`config.mk`:
```
export PLATFORM = sky130hd
export DESIGN_NAME = vx_issue_scoreboard_flat
export DESIGN_NICKNAME = d
export VERILOG_FILES = /design/src/rtl/vx_issue_scoreboard_if.sv /design/src/rtl/vx_issue_scoreboard.sv /design/src/flat_wrapper.sv
export SDC_FILE = /design/constraint.sdc
export NUM_CORES = 1
export LEC_CHECK = 0
export BUFFER_PORTS_ARGS = -buffer_cell sky130_fd_sc_hd__buf_2
export CORE_ASPECT_RATIO = 2
export CORE_MARGIN = 3
export CORE_UTILIZATION = 33
export CTS_CLUSTER_DIAMETER = 200
export CTS_CLUSTER_SIZE = 12
export DETAILED_ROUTE_END_ITERATION = 10
export GPL_TIMING_DRIVEN = 0
export SYNTH_ARGS = -nofsm -noshare
export SYNTH_HDL_FRONTEND = slang
export SYNTH_SLANG_ARGS = --single-unit
```
`constraint.sdc`:
```
create_clock -name clk -period 6.5 [get_ports clk]
set_input_delay 0.325 -clock clk [delete_from_list [all_inputs] [get_ports clk]]
set_output_delay 0.325 -clock clk [all_outputs]
set_load 0.02 [all_outputs]
```
`src/rtl/vx_issue_scoreboard_if.sv`:
```
// rtl/vx_issue_scoreboard_if.sv - issue, dispatch and writeback signal bundle for vx_issue_scoreboard
//
// Purpose: groups the ibuffer-side request, the dispatch-side registered output
// and the writeback commit port of one issue slot.
// Ports (signals):
//   in_valid/in_ready            ibuffer -> scoreboard handshake
//   in_wis/in_wb/in_rd/in_rs1..3 instruction register usage
//   in_data                      opaque payload
//   out_valid/out_ready          scoreboard -> dispatch handshake
//   out_wis/out_data             registered copies of in_wis/in_data
//   wb_valid/wb_wis/wb_rd/wb_eop writeback commit
// Modports: master = ibuffer/dispatch/writeback side, slave = scoreboard.
interface vx_issue_scoreboard_if #(
   parameter int SLOT_WARPS = 4,
   parameter int NR_BITS    = 6,
   parameter int DATAW      = 128
);
   localparam int WIS_W = (SLOT_WARPS > 1) ? $clog2(SLOT_WARPS) : 1;

   logic               in_valid;
   logic               in_ready;
   logic [WIS_W-1:0]   in_wis;
   logic               in_wb;
   logic [NR_BITS-1:0] in_rd;
   logic [NR_BITS-1:0] in_rs1;
   logic [NR_BITS-1:0] in_rs2;
   logic [NR_BITS-1:0] in_rs3;
   logic [DATAW-1:0]   in_data;

   logic               out_valid;
   logic               out_ready;
   logic [WIS_W-1:0]   out_wis;
   logic [DATAW-1:0]   out_data;

   logic               wb_valid;
   logic [WIS_W-1:0]   wb_wis;
   logic [NR_BITS-1:0] wb_rd;
   logic               wb_eop;

   modport master (
      output in_valid, in_wis, in_wb, in_rd, in_rs1, in_rs2, in_rs3, in_data,
      input  in_ready,
      input  out_valid, out_wis, out_data,
      output out_ready,
      output wb_valid, wb_wis, wb_rd, wb_eop
   );

   modport slave (
      input  in_valid, in_wis, in_wb, in_rd, in_rs1, in_rs2, in_rs3, in_data,
      output in_ready,
      output out_valid, out_wis, out_data,
      input  out_ready,
      input  wb_valid, wb_wis, wb_rd, wb_eop
   );
endinterface

```
`src/rtl/vx_issue_scoreboard.sv`:
```
// rtl/vx_issue_scoreboard.sv - per-issue-slot RAW/WAW register scoreboard with registered output stage
//
// Purpose: holds back an instruction while any of its source registers, or its
// destination when it writes back, has an outstanding write for the same warp.
// Accepted instructions pass through a one-entry output register.
// Ports:
//   clk        clock
//   reset      asynchronous active-low reset
//   sb         vx_issue_scoreboard_if.slave (in_*, out_*, wb_* groups)
//   stall_cnt  saturating count of hazard-stall cycles
//   timeout    sticky flag: STALL_TIMEOUT consecutive stall cycles seen
module vx_issue_scoreboard #(
   parameter int SLOT_WARPS    = 4,
   parameter int NR_BITS       = 6,
   parameter int DATAW         = 128,
   parameter int STALL_TIMEOUT = 65535
) (
   input  logic                     clk,
   input  logic                     reset,
   vx_issue_scoreboard_if.slave     sb,
   output logic [31:0]              stall_cnt,
   output logic                     timeout
);
   localparam int          WIS_W    = (SLOT_WARPS > 1) ? $clog2(SLOT_WARPS) : 1;
   localparam int          NUM_REGS = 2 ** NR_BITS;
   localparam logic [31:0] TO_LIM   = 32'(STALL_TIMEOUT);

   logic [SLOT_WARPS-1:0][NUM_REGS-1:0] pending_q, pending_d;
   logic                                out_valid_q, out_valid_d;
   logic [WIS_W-1:0]                    out_wis_q, out_wis_d;
   logic [DATAW-1:0]                    out_data_q, out_data_d;
   logic [31:0]                         stall_cnt_q, stall_cnt_d;
   logic [31:0]                         consec_q, consec_d;
   logic                                timeout_q, timeout_d;

   logic [NUM_REGS-1:0] warp_pend;
   logic                hazard;
   logic                accept;
   logic                stall;

   // Only the registered pending bits are consulted: a writeback in this
   // cycle unblocks the instruction one cycle later.
   always_comb begin
      warp_pend = pending_q[sb.in_wis];
      hazard    = warp_pend[sb.in_rs1] | warp_pend[sb.in_rs2] | warp_pend[sb.in_rs3]
                | (sb.in_wb & warp_pend[sb.in_rd]);
   end

   assign sb.in_ready = !hazard && (!out_valid_q || sb.out_ready);
   assign accept      = sb.in_valid && sb.in_ready;
   // Back-pressure alone is not a stall; only a register hazard counts.
   assign stall       = sb.in_valid && hazard;

   always_comb begin
      pending_d   = pending_q;
      out_valid_d = out_valid_q;
      out_wis_d   = out_wis_q;
      out_data_d  = out_data_q;
      stall_cnt_d = stall_cnt_q;
      consec_d    = consec_q;
      timeout_d   = timeout_q;

      // Clear first so that a same-cycle set of the same bit wins.
      if (sb.wb_valid && sb.wb_eop) begin
         pending_d[sb.wb_wis][sb.wb_rd] = 1'b0;
      end
      // Register 0 is hardwired and never tracked.
      if (accept && sb.in_wb && (sb.in_rd != '0)) begin
         pending_d[sb.in_wis][sb.in_rd] = 1'b1;
      end

      if (accept) begin
         out_valid_d = 1'b1;
         out_wis_d   = sb.in_wis;
         out_data_d  = sb.in_data;
      end else if (sb.out_ready) begin
         out_valid_d = 1'b0;
      end

      if (stall && (stall_cnt_q != 32'hFFFF_FFFF)) begin
         stall_cnt_d = stall_cnt_q + 32'd1;
      end

      if (accept) begin
         consec_d = '0;
      end else if (stall && (consec_q < TO_LIM)) begin
         consec_d = consec_q + 32'd1;
      end

      if (consec_d == TO_LIM) begin
         timeout_d = 1'b1;
      end
   end

   always_ff @(posedge clk or negedge reset) begin
      if (!reset) begin
         pending_q   <= '0;
         out_valid_q <= 1'b0;
         out_wis_q   <= '0;
         out_data_q  <= '0;
         stall_cnt_q <= '0;
         consec_q    <= '0;
         timeout_q   <= 1'b0;
      end else begin
         pending_q   <= pending_d;
         out_valid_q <= out_valid_d;
         out_wis_q   <= out_wis_d;
         out_data_q  <= out_data_d;
         stall_cnt_q <= stall_cnt_d;
         consec_q    <= consec_d;
         timeout_q   <= timeout_d;
      end
   end

   assign sb.out_valid = out_valid_q;
   assign sb.out_wis   = out_wis_q;
   assign sb.out_data  = out_data_q;
   assign stall_cnt    = stall_cnt_q;
   assign timeout      = timeout_q;
endmodule
```
`src/flat_wrapper.sv`:
```
// flat-port wrapper written by rule: the top's interface ports become plain ports
module vx_issue_scoreboard_flat 
#(
   parameter int SLOT_WARPS    = 4,
   parameter int NR_BITS       = 6,
   parameter int DATAW         = 128,
   parameter int STALL_TIMEOUT = 65535
)
  (clk, reset, stall_cnt, timeout, sb_in_valid, sb_in_wis, sb_in_wb, sb_in_rd, sb_in_rs1, sb_in_rs2, sb_in_rs3, sb_in_data, sb_in_ready, sb_out_valid, sb_out_wis, sb_out_data, sb_out_ready, sb_wb_valid, sb_wb_wis, sb_wb_rd, sb_wb_eop);
  vx_issue_scoreboard_if #(.SLOT_WARPS(SLOT_WARPS), .NR_BITS(NR_BITS), .DATAW(DATAW)) sb_i ();
  input  logic clk;
  input  logic reset;
  output logic [31:0] stall_cnt;
  output logic timeout;
  input wire logic [$bits(sb_i.in_valid)-1:0] sb_in_valid;
  input wire logic [$bits(sb_i.in_wis)-1:0] sb_in_wis;
  input wire logic [$bits(sb_i.in_wb)-1:0] sb_in_wb;
  input wire logic [$bits(sb_i.in_rd)-1:0] sb_in_rd;
  input wire logic [$bits(sb_i.in_rs1)-1:0] sb_in_rs1;
  input wire logic [$bits(sb_i.in_rs2)-1:0] sb_in_rs2;
  input wire logic [$bits(sb_i.in_rs3)-1:0] sb_in_rs3;
  input wire logic [$bits(sb_i.in_data)-1:0] sb_in_data;
  output wire logic [$bits(sb_i.in_ready)-1:0] sb_in_ready;
  output wire logic [$bits(sb_i.out_valid)-1:0] sb_out_valid;
  output wire logic [$bits(sb_i.out_wis)-1:0] sb_out_wis;
  output wire logic [$bits(sb_i.out_data)-1:0] sb_out_data;
  input wire logic [$bits(sb_i.out_ready)-1:0] sb_out_ready;
  input wire logic [$bits(sb_i.wb_valid)-1:0] sb_wb_valid;
  input wire logic [$bits(sb_i.wb_wis)-1:0] sb_wb_wis;
  input wire logic [$bits(sb_i.wb_rd)-1:0] sb_wb_rd;
  input wire logic [$bits(sb_i.wb_eop)-1:0] sb_wb_eop;
  assign sb_i.in_valid = sb_in_valid;
  assign sb_i.in_wis = sb_in_wis;
  assign sb_i.in_wb = sb_in_wb;
  assign sb_i.in_rd = sb_in_rd;
  assign sb_i.in_rs1 = sb_in_rs1;
  assign sb_i.in_rs2 = sb_in_rs2;
  assign sb_i.in_rs3 = sb_in_rs3;
  assign sb_i.in_data = sb_in_data;
  assign sb_in_ready = sb_i.in_ready;
  assign sb_out_valid = sb_i.out_valid;
  assign sb_out_wis = sb_i.out_wis;
  assign sb_out_data = sb_i.out_data;
  assign sb_i.out_ready = sb_out_ready;
  assign sb_i.wb_valid = sb_wb_valid;
  assign sb_i.wb_wis = sb_wb_wis;
  assign sb_i.wb_rd = sb_wb_rd;
  assign sb_i.wb_eop = sb_wb_eop;
  vx_issue_scoreboard #(.SLOT_WARPS(SLOT_WARPS), .NR_BITS(NR_BITS), .DATAW(DATAW), .STALL_TIMEOUT(STALL_TIMEOUT)) u_core (.clk(clk), .reset(reset), .sb(sb_i), .stall_cnt(stall_cnt), .timeout(timeout));
endmodule
```
# Word-level counts from Yosys, hierarchy flattened
# Index checks and enable logic that the tools add are counted.
[classes]
add_sub_neg = 2
magnitude_cmp = 12
n_eq_ne = 2
mux = 24
n_bitwise = 7
n_reduce_logical = 17
[ops]
columns = ["op", "count"]
rows = [
  ["$mux 256", 2],
  ["$and 256x256->256", 1],
  ["$demux 64 s2", 2],
  ["$not 256->256", 1],
  ["$or 256x256->256", 1],
  ["$mux 64", 3],
  ["$bmux 64 s2", 1],
  ["$add 32x1->32 const B", 2],
  ["$mux 32", 2],
  ["$lt 6x7->1 const B", 5],
  ["$eq 32x16->1 const B", 1],
  ["$lt 32x16->1 const B", 1],
  ["$ne 32x32->1 const B", 1],
  ["$bmux 1 s6", 4],
  ["$demux 1 s6", 2],
  ["$ge 6x1->1 const B", 2],
  ["$logic_and 1x1->1", 12],
  ["$mux 1", 8],
  ["$lt 2x3->1 const B", 2],
  ["$reduce_bool 6->1", 1],
  ["$ge 2x1->1 const B", 2],
  ["$or 1x1->1", 3],
  ["$logic_not 1->1", 2],
  ["$reduce_bool 2->1", 1],
  ["2 further kinds", 2],
]
[word_totals]
reg_bits = 452
inputBits = 169
wordCells = 74

# Depth between registers and ports, before layout
[depth]
word_depth = 13
depth_mapped = 21
ltp_nobuf = 10

# Worst setup path before layout
# OpenSTA, ideal clock, no wires.
[synth_timing]
kind = "input-to-reg"
from = "in sb_in_wis[0]"
to = "reg u_core.timeout_q, in the netlist u_core.timeout"
setup_ns = 0.104
arrival_ns = 3.601
slack_ns = 2.795
cell_stages = 15
n_path_buf = 6
path_cell_list = "buf_2 > buf_2 > buf_2 > buf_2 > mux4_2 > a221oi_1 > a31oi_1 > a211oi_1 > a32oi_1 > and4_1 > buf_6 > and3_1 > buf_6 > or4b_1 > o41ai_2"
[synth_between]
elab_chain_cells = 12
[synth_lines]
columns = ["item", "line_no", "text"]
rows = [
  ["start, declared", "flat_wrapper.sv:16", "input wire logic [$bits(sb_i.in_wis)-1:0] sb_in_wis;"],
  ["$bmux 64 s2 *", "vx_issue_scoreboard.sv:44", "warp_pend = pending_q[sb.in_wis];"],
  ["$mux 64 (not written as such) *", "vx_issue_scoreboard.sv:44", ""],
  ["$bmux 1 s6", "vx_issue_scoreboard.sv:45", "hazard = warp_pend[sb.in_rs1] | warp_pend[sb.in_rs2] | warp_pend[sb.in_rs3]"],
  ["$mux 1 (not written as such)", "vx_issue_scoreboard.sv:45", ""],
  ["$or 1x1->1 (2 in a row)", "vx_issue_scoreboard.sv:45", ""],
  ["$or 1x1->1 *", "vx_issue_scoreboard.sv:46", "| (sb.in_wb & warp_pend[sb.in_rd]);"],
  ["$logic_and 1x1->1 / $logic_not 1->1 (equally long branches)", "vx_issue_scoreboard.sv:52, vx_issue_scoreboard.sv:49", ""],
  ["$logic_and 1x1->1 (on tied branches)", "vx_issue_scoreboard.sv:86, vx_issue_scoreboard.sv:49", ""],
  ["$mux 32 / $logic_and 1x1->1 (equally long branches)", "vx_issue_scoreboard.sv:86, vx_issue_scoreboard.sv:50", ""],
  ["$mux 32 *", "vx_issue_scoreboard.sv:84", "if (accept) begin"],
  ["$eq 32x16->1 *", "vx_issue_scoreboard.sv:90", "if (consec_d == TO_LIM) begin"],
  ["end signal, assigned", "vx_issue_scoreboard.sv:111", "timeout_q <= timeout_d;"],
  ["end, declared", "vx_issue_scoreboard.sv:34", "logic timeout_q, timeout_d;"],
]
# Mark *: on every way between the ends. The rest lies on a longest branch, timed or not. The select of a mux whose other input is x is not followed.
# A chain may end at the register's enable or synchronous reset.

==> out/qor.txt <==
Status: finished with violations
Failing checks: max-capacitance violations, max-slew violations
Final hold violations: 0
Worst Setup Slack, final: 0.0445 ns
Post-synth EDFFs: 0
Fillers: 7,449
Core ar.: 76,200 um2
CTS H-tree lvls: 2
Crit-path leading delay family: buffers and inverters
Row count: 143
GP Congestion: 1.05
CP Capture Type: flip-flop
Area of the multi-input gates: 13,200 um2
Vias/cell: 6.14
Max Slew Vio Count: 10
Ys flop type: dfrtp_1
RSZ-0062 raised after global routing: no
Routed Antenna Nets: 0
Layout cells sized above 1: 0.271
Final Cell Area: 31,200 um2
Period utilization: 0.993
Worst hold path class: primary input to flip-flop
R2R setup slack: 0.91 ns
# hold bufs at CTS: 129
Worst path cell trace: buf_2, buf_2, buf_2, buf_2, nand4b_1, o22ai_1, nor4_1, a21boi_0, nor4_1, a31o_2, and4_1, buf_6, and3_1, buf_6, nand3_1, clkbuf_1, o21ai_0
Syn_nets: 2,493
Synth warn: 0
Least-Margin Pin Slew: 1.61 ns
IO Port Bufs: 314
Worst Setup Path Type: primary input to flip-flop
Clock Latency Late Sink: 0.63 ns
I/O Pins: 334
Initial Util: 0.334
Hold slack: 0.0945 ns
Final Util: 0.409
Drt first pass iters: 6
Via count: 23,700
Final setup violation count: 0
Mapped cell area: 25,400 um2
Worst setup SP type: primary input
Critical Path Max Stage Delay: 0.86 ns
TritonCTS Sinks: 452
Avg Synthesized Cell Area: 11.0 um2
Vias in the first global route: 24,600
Grt ovf: 0
Root buffer cell: clkbuf_16
DRC: 0
Critical Path Fanout Max: 10
Critical Path RT: 6.96 ns
CP most frequent cell: buf_2
CTS tree: yes
HP Start: sb_out_ready
Crit path buf inv count: 7
Largest buffer count on any clock path: 3
Relative slew margins: -0.0743
Tot GR Track Use: 0.300
P&R area growth vs syn: 22.5%
First-pass GRT wire length: 175,000 um
WHS Path Cells: 3
Slowest CP cell: nand3_1
CTS clock-pin slew for the worst setup and hold paths: 0.07 ns
Final wirelength: 124,000 um
Worst reg2reg path endpoint: u_core.pending_q[15]
Cts bufs inserted: 43
Pin count of the biggest net entering global routing: 106
Initial antenna violation count: 6
Post_cts resized: 0
Max Clk Rate: 155 MHz
Pleak: 13.0 nW
Yosys reg bits: 452
Mapped Cells: 2,322
Seq/Total Area, Yosys: 0.445
Pwr dens: 245 nW/um2
Cells after DPL: 3,674
Reg2reg path depth: 13
Die area: 80,700 um2
Final nets: 3,004
Post-route insts no fill: 3,856
FF/Latch Area: 11,300 um2
Dpl hpwl: 91,700 um
Synth cell types: 74
Crit path time final: 6.46 ns
VDD IR-drop max: 0.219 mV
Setup bufs post-CTS: 0
Clock Skew: 0.0510 ns
Height of the die: 399 um
Starting DRT DRC Count: 2,345
Worst Path Arrival: 6.91 ns
R2r startpoint: u_core.pending_q[109]
Max_cap viols: 1
WHS Endpoint: u_core.sb.out_valid
DP Worst Slack: -0.157 ns
DR WL/cell: 32.1 um
Die width: 202 um
Dpl cell area: 28,700 um2
Asr flop ratio synth: 1.00
[report_power, final]
| group | switching [mW] | leakage (nW) | internal (mW) |
|---|---|---|---|
| logic | 1.19 | 6.44 | 0.742 |
| clock network | 1.12 | 0.558 | 1.21 |
| registers | 0.218 | 6.00 | 3.16 |
[worst min-delay path: cells and delay by family]
| kind | cells | cell delay [ns] |
|---|---|---|
| buffers and inverters | 1 | 0.08 |
| AND/OR/NAND/NOR | 2 | 0.25 |
[synthesized netlist by cell type (12+ instances only)]
cell type	instances	area, um2
o21ai_0	501	2510
nand4_1	23	144
clkbuf_1	110	413
nor3b_1	14	105
a31oi_1	16	100
o22ai_1	67	419
dfrtp_1	452	11300
nor2_1	39	146
mux4_2	140	3150
nand3_1	46	230
and2_1	25	156
nor2b_1	17	106
nor4_1	30	188
buf_4	15	113
nor3_1	17	85.1
nand2_1	198	743
a22oi_1	18	135
o21ai_1	12	60.1
mux2_2	145	1630
xnor2_1	33	289
inv_1	18	67.6
a21oi_1	13	65.1
mux2i_1	171	1710
buf_2	39	195
[registers in the layout, indices dropped and copies added, names as in the netlist]
register / count
u_core.timeout: 1
u_core.stall_cnt: 32
u_core.sb.out_data: 128
u_core.sb.out_valid: 1
u_core.pending_q: 256
u_core.consec_q: 32
u_core.sb.out_wis: 2
[cell families after synthesis]
kind of cell	count (synthesis)	synth area share
muxes	456	0.255
buffers and inverters	210	0.0399
adders and majority gates	2	0.000983
and+or+nand+nor	482	0.0984
xor gates and xnor gates	37	0.0127
AOI/OAI and AO/OA	683	0.148
DFF	452	0.445
[placed cells by master, fill, tap and decap left out, drive strengths merged, types with 25 or more instances in the layout]
master,count
dfrtp,452
nand2,198
nand3,46
mux2,145
o21ai,513
nor2,39
and2,25
o22ai,67
xnor2,33
mux4,140
buf,416
clkbuf,153
mux2i,171
nor4,32
dlygate4sd3,129
[worst max-delay path by stage]
stage	start	end	slack (ns)	cells after the start
2_1_floorplan	sb_in_wis[0]	u_core.timeout	2.80	15
3_3_place_gp	reset	u_core.pending_q[185]	-4.32	1
3_5_place_dp	sb_in_rs3[1]	u_core.pending_q[15]	-0.16	15
4_1_cts	sb_in_rs3[1]	u_core.pending_q[15]	0.50	15
5_1_grt	sb_in_wis[0]	u_core.pending_q[79]	0.26	17
6_report	sb_in_wis[0]	u_core.pending_q[15]	0.04	17
[per-layer routing]
| metal | GRT usage | vias up | wire length [um] |
|---|---|---|---|
| met5 | 0 | - | 0 |
| met3 | 0.0629 | 602 | 9080 |
| met1 | 0.295 | 11900 | 38700 |
| li1 | - | 9758 | - |
| met2 | 0.517 | 1475 | 60800 |
| met4 | 0.291 | 0 | 15200 |
[area by class of cell]
cell class / count / share of cell area
Timing Repair Buffer: 466 / 0.103
Buffer: 189 / 0.0300
Sequential cell: 452 / 0.363
Tap cell: 1015 / 0.0408
Clock buffer: 43 / 0.0345
Clock inverter: 3 / 0.00189
Inverter: 21 / 0.00253
Multi-Input combinational cell: 1660 / 0.424
Antenna cell: 7 / 0.000562
[stage by stage]
stage,total power [mW],setup TNS (ns)
global route,7.94,0
detailed placement,5.27,-2.43
finish,7.65,0
floorplan,4.46,0
global placement,5.22,-1911.24
CTS,7.68,0
(Power assumes the default switching activity.)
